$ cat src/rtl/prog_loader.sv
// Program loader: accepts a framed byte image, writes 14-bit instruction
// words sequentially into program memory, and releases the CPU from reset
// only after the whole image has been written and its checksum matches.
module prog_loader #(
    parameter int         ADDR_W    = 11,
    parameter int         DATA_W    = 14,
    parameter int         MAX_WORDS = 2048,
    parameter logic [7:0] HDR_BYTE  = 8'hA5
) (
    input  logic              clk,
    input  logic              reset,
    input  logic              start,
    input  logic [7:0]        rx_data,
    input  logic              rx_valid,
    output logic              rx_ready,
    output logic              prog_we,
    output logic [ADDR_W-1:0] prog_addr,
    output logic [DATA_W-1:0] prog_wdata,
    output logic              cpu_reset,
    output logic              busy,
    output logic              done,
    output logic              err
);

    localparam int                HI_W     = DATA_W - 8;
    // Bits of the high byte that lie above the instruction word and must be zero
    localparam logic [7:0]        HI_MASK  = 8'hFF << HI_W;
    localparam logic [16:0]       MAX_N    = 17'(MAX_WORDS);
    localparam logic [ADDR_W-1:0] ADDR_ONE = ADDR_W'(1);

    typedef enum logic [3:0] {
        S_IDLE,
        S_HDR,
        S_CNT_HI,
        S_CNT_LO,
        S_W_HI,
        S_W_LO,
        S_WRITE,
        S_CHK,
        S_DONE,
        S_ERR
    } state_t;

    state_t            state_q, state_d;
    logic [7:0]        cnt_hi_q, cnt_hi_d;
    logic [15:0]       n_q, n_d;
    logic [15:0]       word_cnt_q, word_cnt_d;
    logic [ADDR_W-1:0] addr_q, addr_d;
    logic [HI_W-1:0]   hi_q, hi_d;
    logic [7:0]        lo_q, lo_d;
    logic [7:0]        sum_q, sum_d;
    logic [15:0]       n_full;

    assign n_full     = {cnt_hi_q, rx_data};
    assign prog_addr  = addr_q;
    assign prog_wdata = {hi_q, lo_q};

    // State and datapath registers; reset leaves the CPU held and the loader idle
    always_ff @(posedge clk or negedge reset) begin
        if (!reset) begin
            state_q    <= S_IDLE;
            cnt_hi_q   <= '0;
            n_q        <= '0;
            word_cnt_q <= '0;
            addr_q     <= '0;
            hi_q       <= '0;
            lo_q       <= '0;
            sum_q      <= '0;
        end else begin
            state_q    <= state_d;
            cnt_hi_q   <= cnt_hi_d;
            n_q        <= n_d;
            word_cnt_q <= word_cnt_d;
            addr_q     <= addr_d;
            hi_q       <= hi_d;
            lo_q       <= lo_d;
            sum_q      <= sum_d;
        end
    end

    // Frame parser: next state, datapath updates and state-decoded outputs
    always_comb begin
        state_d    = state_q;
        cnt_hi_d   = cnt_hi_q;
        n_d        = n_q;
        word_cnt_d = word_cnt_q;
        addr_d     = addr_q;
        hi_d       = hi_q;
        lo_d       = lo_q;
        sum_d      = sum_q;
        rx_ready   = 1'b0;
        prog_we    = 1'b0;
        cpu_reset  = 1'b1;
        busy       = 1'b0;
        done       = 1'b0;
        err        = 1'b0;

        case (state_q)
            S_IDLE: begin
                if (start) state_d = S_HDR;
            end
            S_HDR: begin
                rx_ready = 1'b1;
                busy     = 1'b1;
                if (rx_valid && rx_data == HDR_BYTE) state_d = S_CNT_HI;
            end
            S_CNT_HI: begin
                rx_ready = 1'b1;
                busy     = 1'b1;
                if (rx_valid) begin
                    cnt_hi_d = rx_data;
                    state_d  = S_CNT_LO;
                end
            end
            S_CNT_LO: begin
                rx_ready = 1'b1;
                busy     = 1'b1;
                if (rx_valid) begin
                    if (n_full == 16'd0 || {1'b0, n_full} > MAX_N) begin
                        state_d = S_ERR;
                    end else begin
                        n_d        = n_full;
                        word_cnt_d = '0;
                        addr_d     = '0;
                        sum_d      = '0;
                        state_d    = S_W_HI;
                    end
                end
            end
            S_W_HI: begin
                rx_ready = 1'b1;
                busy     = 1'b1;
                if (rx_valid) begin
                    if ((rx_data & HI_MASK) != 8'd0) begin
                        state_d = S_ERR;
                    end else begin
                        hi_d    = rx_data[HI_W-1:0];
                        sum_d   = sum_q + rx_data;
                        state_d = S_W_LO;
                    end
                end
            end
            S_W_LO: begin
                rx_ready = 1'b1;
                busy     = 1'b1;
                if (rx_valid) begin
                    lo_d    = rx_data;
                    sum_d   = sum_q + rx_data;
                    state_d = S_WRITE;
                end
            end
            S_WRITE: begin
                busy       = 1'b1;
                prog_we    = 1'b1;
                addr_d     = addr_q + ADDR_ONE;
                word_cnt_d = word_cnt_q + 16'd1;
                if (word_cnt_q + 16'd1 == n_q) state_d = S_CHK;
                else                           state_d = S_W_HI;
            end
            S_CHK: begin
                rx_ready = 1'b1;
                busy     = 1'b1;
                if (rx_valid) begin
                    if (rx_data == sum_q) state_d = S_DONE;
                    else                  state_d = S_ERR;
                end
            end
            S_DONE: begin
                done      = 1'b1;
                cpu_reset = 1'b0;
                if (start) state_d = S_HDR;
            end
            S_ERR: begin
                err = 1'b1;
                if (start) state_d = S_HDR;
            end
            default: begin
                state_d = S_IDLE;
            end
        endcase
    end

endmodule

$ cat config.mk
export PLATFORM = sky130hd
export DESIGN_NAME = prog_loader
export DESIGN_NICKNAME = d
export VERILOG_FILES = /design/src/rtl/prog_loader.sv
export SDC_FILE = /design/constraint.sdc
export NUM_CORES = 1
export LEC_CHECK = 0
export BUFFER_PORTS_ARGS = -buffer_cell sky130_fd_sc_hd__clkbuf_2
export CAP_MARGIN = 20
export CORE_MARGIN = 4
export CORE_UTILIZATION = 59
export CTS_CLUSTER_DIAMETER = 40
export CTS_CLUSTER_SIZE = 10
export DETAILED_ROUTE_END_ITERATION = 10
export PLACE_DENSITY = 0.8
export SYNTH_ARGS = -nofsm -noshare
export SYNTH_HDL_FRONTEND = slang
export SYNTH_SLANG_ARGS = --single-unit
$ cat constraint.sdc
create_clock -name clk -period 2.6 [get_ports clk]
set_input_delay 0.26 -clock clk [delete_from_list [all_inputs] [get_ports clk]]
set_output_delay 0.26 -clock clk [all_outputs]
set_load 0.05 [all_outputs]
==> flow_metrics.tcl, run 1 <==
set metrics [dict create \
    vias 3601 \
    grt_pass1_vias 3463 \
    comb_power_share 0.448 \
    clkLatencyLatePin_ps 360 \
    fmax_ghz 0.4053 \
    antenna_left 0 \
    cp_max_fo 18 \
    synth_most_common_cell "dfrtp_1" \
    synth_compound_area_frac 0.1280 \
    wl_per_cell_um 17.01 \
    clk_pin_slew_ps 80 \
    path_cells "nand3b_1 -> buf_4 -> inv_1 -> buf_4 -> clkbuf_2" \
    worst_pin_slew_ps 979.1 \
    synth_top_family_by_area "simple AND/OR/NAND/NOR gates" \
    leakagePower_nw 2.144 \
    grt_max_degree 78 \
    peakVddDrop_v 0.0007973 \
    power_density_nw_per_um2 1165 \
    yosys_most_used_dff "dfrtp_1" \
    fin_crit_ps 2468 \
    crit_path_frequent_cell "buf_4" \
    drtIter0Drc 316 \
    cp.arrival_ps 2210 \
    intPower_mw 3.066 \
    grt_usage 0.2489 \
    portBuffers 42 \
    clkPwrFrac 0.182 \
    gp_congestion 0.8796 \
    cts_buffers 9 \
    crit_path_top_delay_cell "dfrtp_1" \
    synth.net_count 469 \
    cts_tree "done" \
    synthTopCellsByArea "dfrtp_1, mux2_2, nand2_1" \
    async_flop_share 1.000 \
    rsz0062_at_grt "false" \
    ys_ff_latch 77 \
    hpwl_mm 7.319 \
    crit_type "flip-flop to output pin" \
    num_io_pins 43 \
    min_period_over_period 0.9491 \
    antenna-diode-count 0 \
    fin_skew_ps 10.41 \
    relSlewSlack 0.3472 \
    cts.hold.buffers_added 0 \
    rrSetupSlack_ps 230 \
    synthXorXnorAreaFrac 0.06358 \
    r2r-start "word_cnt_q[0]" \
    coreArea_um2 6907 \
    seq_power_share 0.371 \
    nets 518 \
    synth_top_area_share 0.4512 \
    hold_violations 0 \
    synth-adder-area-share 0.03106 \
    cts-root-buf "clkbuf_8" \
    p_sw_mw 2.604 \
    synth-edff-count 0 \
    path_delay_family "buffers and inverters" \
    seq_area_frac_synth 0.4512 \
    die_h_um 93.08 \
    dr.pass1.iters 5 \
    drive_gt1_frac 0.2196 \
    synth_cell_types 50 \
    fillCellCount 517 \
    cts_buffer_depth 2 \
    antenna_found_initial 0 \
    hold_path.class "primary input to async pin" \
    drc 0 \
    startpoint "state_q[0]" \
    synth_common_cells "dfrtp_1, nand2_1, nor2_1" \
    yosys.area.top_type "dfrtp_1" \
    yosysWarningCount 0 \
    grt_overflow 0 \
    fp.dieW_um 93.08 \
    cts_sinks 77 \
    area_growth_pct 13.92 \
    synthMuxAreaShare 0.08643 \
    syn_inst 447 \
    vias_per_cell 6.032 \
    crit_buf_inv 4 \
    cp_slowest_stage_delay_ps 560 \
    drt-total-wl_mm 10.16 \
    drv_cap 0 \
    synth.avg_cell_area_um2 9.553 \
    grt_pass1_wl_mm 16.97 \
    setup_viol 0 \
    switching_share 0.4592 \
    synth-simple-area-share 0.2071 \
    mappedNetlistArea_um2 4270 \
    start_util 0.6183 \
    dieArea_um2 8663 \
    drv_slew 0 \
    status "complete, no violations" \
    cts.htree.levels 3 \
    critPathRequiredTime_ps 2340 \
    row_count 30 \
    startpoint_type "flip-flop" \
    layout_setup_ws_ps 132.5 \
    setup.worst_path.end_class "output pin" \
    dpl_worst_slack_ps 243.2 \
    setup_tns_ps 0 \
]
## final timing paths
path,endpoint,depth (start not counted)
max reg2reg,state_q[0],7
min reg2reg,sum_q[2],2
min,state_q[3],1
min in group clk,cnt_hi_q[3],3
max,prog_we,5
max in group asynchronous,n_q[8],1
## power groups by stage
| stage | logic (mW) | registers, mW | clock network (mW) |
|---|---|---|---|
| after floorplan | 1.51 | 2.47 | 0 |
| after global placement | 2.45 | 2.07 | 0 |
| after detailed placement | 2.52 | 2.11 | 0 |
| after CTS | 2.54 | 2.09 | 1.05 |
| after global routing | 2.75 | 2.17 | 1.10 |
| final | 2.54 | 2.10 | 1.03 |
## layout make-up
class | count | area [µm²] | area share
clock buffers | 9 | 123.9 | 0.02546
repair buffers | 57 | 325.3 | 0.06687
clock inverters | 7 | 105.1 | 0.02160
flip-flops and latches | 77 | 1927 | 0.3961
multi-input cells | 336 | 2207 | 0.4537
inverters | 15 | 56.30 | 0.01157
well taps | 96 | 120.1 | 0.02469
## worst reg2reg max path, stage by stage (launching register included)
cell       delay [ps]
dfrtp_1           450
ha_1              260
nand3_1           250
nor3_1            510
nand3_1           230
xnor2_1           250
o2111ai_1         140
o21ai_0           190
## sequential cells by signal (all words and copies together) (netlist names)
name / cells
prog_addr: 11
state_q: 4
hi_q: 6
n_q: 16
word_cnt_q: 16
cnt_hi_q: 8
sum_q: 8
lo_q: 8
## metal layers
layer,track usage,share of wire
met1,0.3222,0.42
met4,0.1050,0.017
met5,0,0
met2,0.4127,0.51
met3,0.04344,0.059
## cell families (layout without fill, tap and decap cells)
kind of cell	Yosys count	after routing
multiplexers	33	33
adder cells (fa/ha/maj)	10	10
flip-flops	77	77
AND/OR/NAND/NOR	176	176
XOR/XNOR	31	31
AO/OA/AOI/OAI	86	86
buffers and inverters	34	88
## layout by cell type, fill, tap and decap left out, drive strengths merged, types with 4 or more instances in the layout
cell and count:
nor3 14, xnor2 16, a31oi 12, nand3 14, clkbuf 50, nor2 43
buf 16, and3 5, nand4 6, xor2 15, nor4 4, nor3b 4
nand2b 6, and4 6, o41ai 5, or4 4, inv 18, mux2 31
o31ai 6, or3 4, a21oi 11, dfrtp 77, ha 9, nand2 45
o21ai 30, nor2b 10
## through the flow
stage	std cells	area, µm²	total power, mW	utilization	hold slack [ps]
after global placement	581	4633	4.522	0.6708	461.3
after floorplan	447	4270	3.977	-	-35.59
after CTS	597	4862	5.677	0.7040	79.84
final	597	4865	5.670	0.7043	29.45
after global routing	597	4865	6.021	0.7043	104.3
after detailed placement	581	4633	4.627	0.6708	476.7
## repair_timing
item                                    4_1_cts  5_1_grt
buffers inserted                              0        0
endpoints found under the setup margin        0        1
resized for setup                             0        1
No activity file was read; power rests on OpenSTA's default activity.
==> run 2: changes to the inputs <==
- CORE_UTILIZATION: 59 -> 57
- PLACE_DENSITY: 0.8 -> 0.77
==> flow_metrics.tcl, run 2 (synthesis gave the netlist of run 1 again) <==
set metrics [dict create \
    status "complete, no violations" \
    grt_usage 0.2385 \
    startpoint "state_q[3]" \
    drive_gt1_frac 0.2149 \
    cts_buffer_depth 2 \
    drv_slew 0 \
    setup.worst_path.end_class "output pin" \
    fin_skew_ps 11.74 \
    fp.dieW_um 94.56 \
    vias_per_cell 5.925 \
    drtIter0Drc 238 \
    gp_congestion 0.9037 \
    clkLatencyLatePin_ps 360 \
    r2r-start "cnt_hi_q[5]" \
    drc 0 \
    startpoint_type "flip-flop" \
    clk_pin_slew_ps 90 \
    hold_violations 0 \
    cts-root-buf "clkbuf_8" \
    fillCellCount 585 \
    coreArea_um2 7253 \
    cp_slowest_stage_delay_ps 400 \
    cp_max_fo 19 \
    fin_area_um2 4815 \
    grt_max_degree 78 \
    rsz0062_at_grt "false" \
    portBuffers 42 \
    cp.arrival_ps 2180 \
    grt_pass1_vias 3603 \
    die_h_um 94.56 \
    r2r_end "sum_q[7]" \
    cts.htree.levels 3 \
    final_common_cell "dfrtp_1" \
    dieArea_um2 8941 \
    vias 3537 \
    leakagePower_nw 2.109 \
    crit_path_top_delay_cell "dfrtp_1" \
    critPathRequiredTime_ps 2340 \
    hold_path.class "primary input to async pin" \
    setup_viol 0 \
    antenna_found_initial 0 \
    placed_cell_area_um2 4627 \
    num_io_pins 43 \
    cts_tree "done" \
    setup_tns_ps 0 \
    crit_type "flip-flop to output pin" \
    cts_sinks 77 \
    cts.hold.buffers_added 0 \
    fmax_ghz 0.4098 \
    cts_buffers 9 \
    row_count 31 \
    antenna-diode-count 0 \
    wl_per_cell_um 16.21 \
    final_cell_mix "dfrtp_1, nand2_1, nor2_1, clkbuf_2, mux2_2" \
    relSlewSlack 0.3642 \
    start_util 0.5888 \
    drv_cap 0 \
    area_growth_pct 12.75 \
    power_density_nw_per_um2 1143 \
    path_cells "nor2b_2 -> nand3b_1 -> buf_4 -> inv_1 -> buf_4 -> clkbuf_2" \
    min_period_over_period 0.9385 \
    peakVddDrop_v 0.0007228 \
    nets 515 \
    antenna_left 0 \
    drt-total-wl_mm 9.677 \
    dr.pass1.iters 4 \
    crit_path_end "prog_we" \
    reg2reg_depth 6 \
    crit_path_frequent_cell "buf_4" \
    worst_pin_slew_ps 953.8 \
    rrSetupSlack_ps 190 \
    grt_overflow 0 \
    timing.hold.ws_ps 37.18 \
    hpwl_mm 6.886 \
    grt_pass1_wl_mm 16.84 \
    fin_crit_ps 2440 \
]
## run 2: changes by cell type in the layout (fill, tap and decap cells not counted), sizes merged
| cell | previous run | this run |
|---|---|---|
| inv | 18 | 20 |
| clkinv | 1 | 0 |
| clkinvlp | 1 | 2 |
| buf | 16 | 13 |
| bufinv | 2 | 0 |
## run 2: how the worst min path moves through the flow
stage,cells past startpoint,end,slack (ps)
after global placement,2,sum_q[5],470
after CTS,1,n_q[14],80
final,1,n_q[14],40
after global routing,1,n_q[14],120
after detailed placement,1,n_q[14],470
after floorplan,0,cnt_hi_q[0],-40
## run 2: repair_timing
| item | CTS | global route |
|---|---|---|
| setup endpoints to repair | 0 | 1 |
| buffers inserted | 0 | 0 |
| gates resized for setup | 0 | 1 |
## run 2: per-layer routing
| layer | share of wire | global-route usage | vias to the layer above |
|---|---|---|---|
| met2 | 0.48 | 0.3883 | 106 |
| met5 | 0 | 0 | - |
| met4 | 0.018 | 0.09375 | 0 |
| met3 | 0.066 | 0.04542 | 23 |
| li1 | - | - | 1692 |
| met1 | 0.44 | 0.3159 | 1716 |
## run 2: critical path: cells and delay by family, from the launching register on
| family | cells | cell delay, ps |
|---|---|---|
| buffers and inverters | 4 | 1020 |
| flip-flops | 1 | 400 |
| AND/OR/NAND/NOR | 2 | 390 |
## run 2: cell type report
| class | instances | area, µm² | share of cell area |
|---|---|---|---|
| repair buffers | 54 | 315.3 | 0.06549 |
| multi-input cells | 336 | 2207 | 0.4584 |
| well taps | 99 | 123.9 | 0.02573 |
| inverters | 15 | 56.30 | 0.01169 |
| flip-flops and latches | 77 | 1927 | 0.4002 |
| clock buffers | 9 | 123.9 | 0.02573 |
| clock inverters | 7 | 61.31 | 0.01273 |
## run 2: power breakdown
group | internal [mW] | switching (mW) | total (mW)
Combinational | 0.918 | 1.63 | 2.55
Clock | 0.367 | 0.511 | 0.878
Sequential | 1.61 | 0.466 | 2.08
## run 2: metrics by stage
step | util | instances | setup slack [ps] | power, mW
final | 0.6638 | 597 | 159.8 | 5.505
after floorplan | - | 447 | 375.4 | 3.977
after global routing | 0.6638 | 597 | 28.63 | 5.902
after global placement | 0.6379 | 581 | 289.4 | 4.543
after CTS | 0.6634 | 597 | 43.32 | 5.518
after detailed placement | 0.6379 | 581 | 189.6 | 4.629
